File: src/rtl/cache_tag_stage.sv
// Two-stage tag lookup pipeline with a two-cycle fill sequencer feeding the cache LRU block.
// Optional feature: define CACHE_TAG_FLUSH_EN to add a whole-cache valid-bit flush sequence.
module cache_tag_stage #(
    parameter int NUM_WAYS     = 4,
    parameter int NUM_SETS     = 16,
    parameter int TAG_WIDTH    = 20,
    parameter int NUM_WAYS_LOG = $clog2(NUM_WAYS),
    parameter int NUM_SETS_LOG = $clog2(NUM_SETS)
) (
    input  logic                    clk,
    input  logic                    rst,
    input  logic                    req_valid,
    output logic                    req_ready,
    input  logic [NUM_SETS_LOG-1:0] req_set,
    input  logic [TAG_WIDTH-1:0]    req_tag,
    output logic                    resp_valid,
    output logic                    resp_hit,
    output logic [NUM_WAYS_LOG-1:0] resp_way,
    output logic [NUM_SETS_LOG-1:0] resp_set,
    output logic [TAG_WIDTH-1:0]    resp_tag,
    input  logic                    fill_valid,
    output logic                    fill_ready,
    input  logic [NUM_SETS_LOG-1:0] fill_set,
    input  logic [TAG_WIDTH-1:0]    fill_tag,
    output logic                    fill_done,
    output logic [NUM_WAYS_LOG-1:0] fill_done_way,
`ifdef CACHE_TAG_FLUSH_EN
    input  logic                    flush_req,
    output logic                    flush_busy,
    output logic                    flush_done,
`endif
    output logic                    lru_access_en,
    output logic [NUM_SETS_LOG-1:0] lru_access_set,
    output logic                    lru_update_en,
    output logic [NUM_WAYS_LOG-1:0] lru_update_way,
    output logic                    lru_fill_en,
    output logic [NUM_SETS_LOG-1:0] lru_fill_set,
    input  logic [NUM_WAYS_LOG-1:0] lru_fill_way
);

    typedef enum logic [1:0] {
        ST_IDLE,
        ST_WRITE,
        ST_FLUSH
    } state_t;

    state_t                  state_q;
    state_t                  state_d;
    logic                    accept_fill;
    logic                    do_write;
    logic [NUM_SETS_LOG-1:0] fill_set_q;
    logic [TAG_WIDTH-1:0]    fill_tag_q;

    logic [NUM_WAYS-1:0]     valid_q [NUM_SETS];
    logic [TAG_WIDTH-1:0]    tag_q   [NUM_SETS][NUM_WAYS];

    logic                    s2_valid_q;
    logic [NUM_SETS_LOG-1:0] s2_set_q;
    logic [TAG_WIDTH-1:0]    s2_tag_q;
    logic [NUM_WAYS-1:0]     s2_vbits_q;
    logic [TAG_WIDTH-1:0]    s2_tags_q [NUM_WAYS];

`ifdef CACHE_TAG_FLUSH_EN
    localparam logic [NUM_SETS_LOG-1:0] LAST_SET = NUM_SETS_LOG'(NUM_SETS - 1);
    logic [NUM_SETS_LOG-1:0] flush_cnt_q;
    logic                    flush_done_q;
`endif

    // Fill (and flush) sequencer; any non-idle state blocks new lookups so the
    // LRU never sees an access and a fill in the same cycle.
    always_comb begin
        state_d     = state_q;
        req_ready   = 1'b0;
        fill_ready  = 1'b0;
        accept_fill = 1'b0;
        case (state_q)
            ST_IDLE: begin
`ifdef CACHE_TAG_FLUSH_EN
                if (flush_req) begin
                    state_d = ST_FLUSH;
                end else
`endif
                begin
                    fill_ready = 1'b1;
                    req_ready  = ~fill_valid;
                    if (fill_valid) begin
                        accept_fill = 1'b1;
                        state_d     = ST_WRITE;
                    end
                end
            end
            ST_WRITE: state_d = ST_IDLE;
`ifdef CACHE_TAG_FLUSH_EN
            ST_FLUSH: begin
                if (flush_cnt_q == LAST_SET) begin
                    state_d = ST_IDLE;
                end
            end
`endif
            default: state_d = ST_IDLE;
        endcase
    end

    always_ff @(posedge clk or posedge rst) begin
        if (rst) begin
            state_q    <= ST_IDLE;
            fill_set_q <= '0;
            fill_tag_q <= '0;
        end else begin
            state_q <= state_d;
            if (accept_fill) begin
                fill_set_q <= fill_set;
                fill_tag_q <= fill_tag;
            end
        end
    end

    assign do_write       = (state_q == ST_WRITE);
    assign fill_done      = do_write;
    assign fill_done_way  = do_write ? lru_fill_way : '0;
    assign lru_fill_en    = accept_fill;
    assign lru_fill_set   = fill_set;
    assign lru_access_en  = req_valid & req_ready;
    assign lru_access_set = req_set;

    always_ff @(posedge clk or posedge rst) begin
        if (rst) begin
            for (int s = 0; s < NUM_SETS; s++) begin
                valid_q[s] <= '0;
            end
        end else begin
            if (do_write) begin
                valid_q[fill_set_q][lru_fill_way] <= 1'b1;
            end
`ifdef CACHE_TAG_FLUSH_EN
            if (state_q == ST_FLUSH) begin
                valid_q[flush_cnt_q] <= '0;
            end
`endif
        end
    end

    // Tag storage is qualified by the valid bits, so it carries no reset.
    always_ff @(posedge clk) begin
        if (do_write) begin
            tag_q[fill_set_q][lru_fill_way] <= fill_tag_q;
        end
    end

    always_ff @(posedge clk or posedge rst) begin
        if (rst) begin
            s2_valid_q <= 1'b0;
            s2_set_q   <= '0;
            s2_tag_q   <= '0;
            s2_vbits_q <= '0;
        end else begin
            s2_valid_q <= lru_access_en;
            if (lru_access_en) begin
                s2_set_q   <= req_set;
                s2_tag_q   <= req_tag;
                s2_vbits_q <= valid_q[req_set];
            end
        end
    end

    always_ff @(posedge clk) begin
        if (lru_access_en) begin
            for (int w = 0; w < NUM_WAYS; w++) begin
                s2_tags_q[w] <= tag_q[req_set][w];
            end
        end
    end

    // Scan from the top way down so the lowest matching way is the one reported.
    always_comb begin
        resp_hit = 1'b0;
        resp_way = '0;
        for (int w = NUM_WAYS - 1; w >= 0; w--) begin
            if (s2_valid_q && s2_vbits_q[w] && (s2_tags_q[w] == s2_tag_q)) begin
                resp_hit = 1'b1;
                resp_way = NUM_WAYS_LOG'(w);
            end
        end
    end

    assign resp_valid     = s2_valid_q;
    assign resp_set       = s2_set_q;
    assign resp_tag       = s2_tag_q;
    assign lru_update_en  = resp_valid & resp_hit;
    assign lru_update_way = resp_way;

`ifdef CACHE_TAG_FLUSH_EN
    always_ff @(posedge clk or posedge rst) begin
        if (rst) begin
            flush_cnt_q  <= '0;
            flush_done_q <= 1'b0;
        end else begin
            flush_done_q <= (state_q == ST_FLUSH) && (flush_cnt_q == LAST_SET);
            if (state_q == ST_FLUSH) begin
                flush_cnt_q <= flush_cnt_q + 1'b1;
            end else begin
                flush_cnt_q <= '0;
            end
        end
    end

    assign flush_busy = (state_q == ST_FLUSH);
    assign flush_done = flush_done_q;
`endif

endmodule
File: config.mk
export PLATFORM = sky130hd
export DESIGN_NAME = cache_tag_stage
export DESIGN_NICKNAME = d
export VERILOG_FILES = /design/src/rtl/cache_tag_stage.sv
export SDC_FILE = /design/constraint.sdc
export NUM_CORES = 1
export LEC_CHECK = 0
export CAP_MARGIN = 5
export CORE_MARGIN = 4
export CORE_UTILIZATION = 30
export CTS_CLUSTER_SIZE = 24
export DETAILED_ROUTE_END_ITERATION = 8
export PLACE_DENSITY = 0.52
export SYNTH_ARGS = -nofsm -noshare
export SYNTH_HDL_FRONTEND = slang
export SYNTH_SLANG_ARGS = --single-unit
File: constraint.sdc
create_clock -name clk -period 9.6 [get_ports clk]
set_clock_uncertainty 0.05 [all_clocks]
set_input_delay 1.92 -clock clk [delete_from_list [all_inputs] [get_ports clk]]
set_output_delay 1.92 -clock clk [all_outputs]
set_load 0.02 [all_outputs]
==> impl_results.md <==
- Status: completed
- Die ar.: 195,000 um^2
- Area Growth Syn to Fin: 16.1%
- Most area-hungry cell type in the Yosys netlist: edfxtp_1
- Antenna-violating nets left: 0
- Largest net degree at the start of global routing: 140
- Flops & latches, synth: 1,478
- Hold Path Class: reg2reg
- Buffers on Ports: 99
- Max-Cap Viols: 0
- First-pass DRT Iterations: 5
- Postcts setup bufs: 0
- Finished Layout Cells: 5,245
- Final slew viol count: 0
- Most frequent cell on the critical path: clkdlybuf4s50_1
- Die height: 442 um
- GRT Overall Usage: 15.0%
- Post-Syn Area per Cell: 23.2 um^2
- CTS Buf Count: 151
- Hold wc startpoint: valid_q[6]
- Final period utilization: 63.2%
- DRT iter0 DRCs: 2,584
- Core region area: 186,000 um^2
- Ratio of cells with drive above 1 in the final layout: 32.1%
- Number of core rows: 158
- Area contributors post-synth: edfxtp_1, mux4_2, dfrtp_1
- WHS: 0.411 ns
- Crit-path cells: clkdlybuf4s50_1 -> nor2_1 -> nand2_1 -> buf_4 -> inv_4 -> clkdlybuf4s50_1
- Power Total: 14,300 uW
- Nets: 2,704
- Die span in x: 442 um
- Critical path arrival: 4.10 ns
- Routed WL: 147,000 um
- Clock tree buffer depth: 3
- Hpwl dp: 77,800 um
- Hold_buf cts: 0
- CP endpoint kind: output pin
- Most frequent cell after synthesis: edfxtp_1
- Minimum clock period: 6.07 ns
- TritonCTS clock tree: yes
- Max transition margin: 15.3%
- Inst Count DP: 4,976
- Clk_lat worst skew: 0.76 ns
- Total grt overflow: 0
- Post-CTS sizing: 0
- Initial antenna violation count: 6
- Vias: 25,900
- Synth warnings: 0
- GP Congestion: 0.769
- Global-route wire length before repair: 205,000 um
- CP peak stage delay: 0.70 ns
- Netlist cell types: 35
- Predominant post-synthesis flop cell: edfxtp_1
- Final setup viols: 0
- Critical path startpoint: fill_valid
- Vias in the first global route: 26,900
- Syn_nets: 2,484
- P_leak: 0.0207 uW
- Commonest cells post-synth: edfxtp_1, mux4_2, dfrtp_1, nand2_1, nor2_1
- Largest fanout on the critical path: 34
- Tightest Pin Transition: 1.27 ns
- CTS HTree Levels: 4
- DR WL/cell: 27.9 um
- RSZ-0062 raised after global routing: false
- Max IR drop VDD: 0.131 mV
- Clock transition at path regs: 0.06 ns
- Final Hold Vio Count: 0
- Initial core utilization: 30.3%
- Max frequency: 165 MHz
- Vias per std cell: 4.94
- Crit path max-delay family: buffers and inverters
- I/O pins: 100
- Setup TNS Final: 0 ns
- Post-synthesis instance total: 2,430
- Pwr Density: 218 nW/um^2
- Number of enable flip-flop cells after synthesis: 1,360
- Yosys top cell area share: 72.4%
- Sequential fraction of the synthesis area: 77.6%
- Critical path type: in2out
- Post-synthesis async set-or-reset flop share: 7.98%
- Clk sinks: 1,478
- DRC: 0
- Root Buffer: clkbuf_16
- Crit path buf inv count: 4
- Slowest CP cell: clkdlybuf4s50_1
- Mapped cell area: 56,400 um^2
- Critical path required time: 7.63 ns
- Worst reg2reg startpoint: state_q[0]
- Startpoint Class: input pin
-- worst paths after layout --
path                              endpoint  slack [ns]  cells past startpoint
max                          lru_access_en        3.53                      6
min                             valid_q[6]        0.41                      1
max reg2reg                s2_tags_q[3][2]        6.86                      5
min reg2reg                     valid_q[6]        0.41                      1
max in group asynchronous      resp_set[3]        6.62                      3
min in group asynchronous   fill_tag_q[13]        1.56                      2
-- final cells by class --
class | count | area [um^2]
Timing Repair Buffer | 205 | 1830
Fill cell | 17100 | 121000
Tap cell | 2480 | 3100
Antenna cell | 3 | 7.51
Multi-Input combinational cell | 811 | 12000
Sequential cell | 1478 | 43800
Inverter | 3 | 18.8
Clock buffer | 194 | 4000
Clock inverter | 71 | 684
-- logic make-up after synthesis --
| group | Yosys count | share of synthesized area [%] |
|---|---|---|
| flip-flops | 1478 | 77.6 |
| multiplexers | 440 | 17.2 |
| AND/OR/NAND/NOR | 272 | 2.32 |
| buffers and inverters | 141 | 1.37 |
| XOR/XNOR | 80 | 1.24 |
| AO/OA/AOI/OAI | 19 | 0.233 |
-- registers in the layout, indices dropped and copies added, names as in the netlist --
register	flops
tag_q	1280
s2_tags_q	80
valid_q	64
fill_tag_q	20
resp_tag	20
fill_set_q	4
resp_set	4
s2_vbits_q	4
resp_valid	1
state_q	1
-- metal layers --
| metal | vias to the layer above | global-route usage [%] | share of wire, % |
|---|---|---|---|
| met3 | 242 | 2.91 | 6.2 |
| met2 | 913 | 25.2 | 50 |
| met4 | 0 | 4.97 | 2.9 |
| met1 | 14200 | 19.5 | 41 |
| met5 | - | 0 | 0 |
| li1 | 10500 | - | - |
-- power by group --
part           switching (uW)  total, uW  internal (uW)
Sequential                241       7640           7400
Clock                    2360       5640           3280
Combinational             569        983            415
Total                    3170      14300          11100
-- cell usage in the layout (no fill, tap or decap), types with 24 or more instances in the layout --
master | Yosys | final
mux2_2 | 24 | 24
mux4_2 | 401 | 401
xor2_1 | 46 | 46
nor2_2 | 0 | 64
clkbuf_16 | 0 | 154
clkdlybuf4s50_1 | 0 | 95
edfxtp_1 | 1360 | 1360
clkinv_2 | 0 | 25
buf_4 | 42 | 104
xnor2_1 | 34 | 34
clkbuf_1 | 63 | 40
nand2_1 | 85 | 85
dfrtp_1 | 118 | 98
clkinv_1 | 0 | 24
or2_2 | 62 | 62
-- per-stage QoR --
| step | cell area, um^2 | setup slack, ns | util (%) |
|---|---|---|---|
| after floorplan | 56400 | 2.50 | - |
| after detailed placement | 60800 | 3.47 | 32.6 |
| after CTS | 65400 | 3.44 | 35.1 |
| after global routing | 65500 | 3.39 | 35.2 |
| final | 65500 | 3.53 | 35.2 |
| after global placement | 60800 | 3.47 | 32.6 |
-- worst reg2reg max path: cells and delay by family, from the launching register on --
kind / cells / cell delay, ns
DFF: 1 / 0.48
and+or+nand+nor: 2 / 0.33
buffers and inverters: 3 / 1.44
Note: power is estimated with default switching activity, not from simulation.
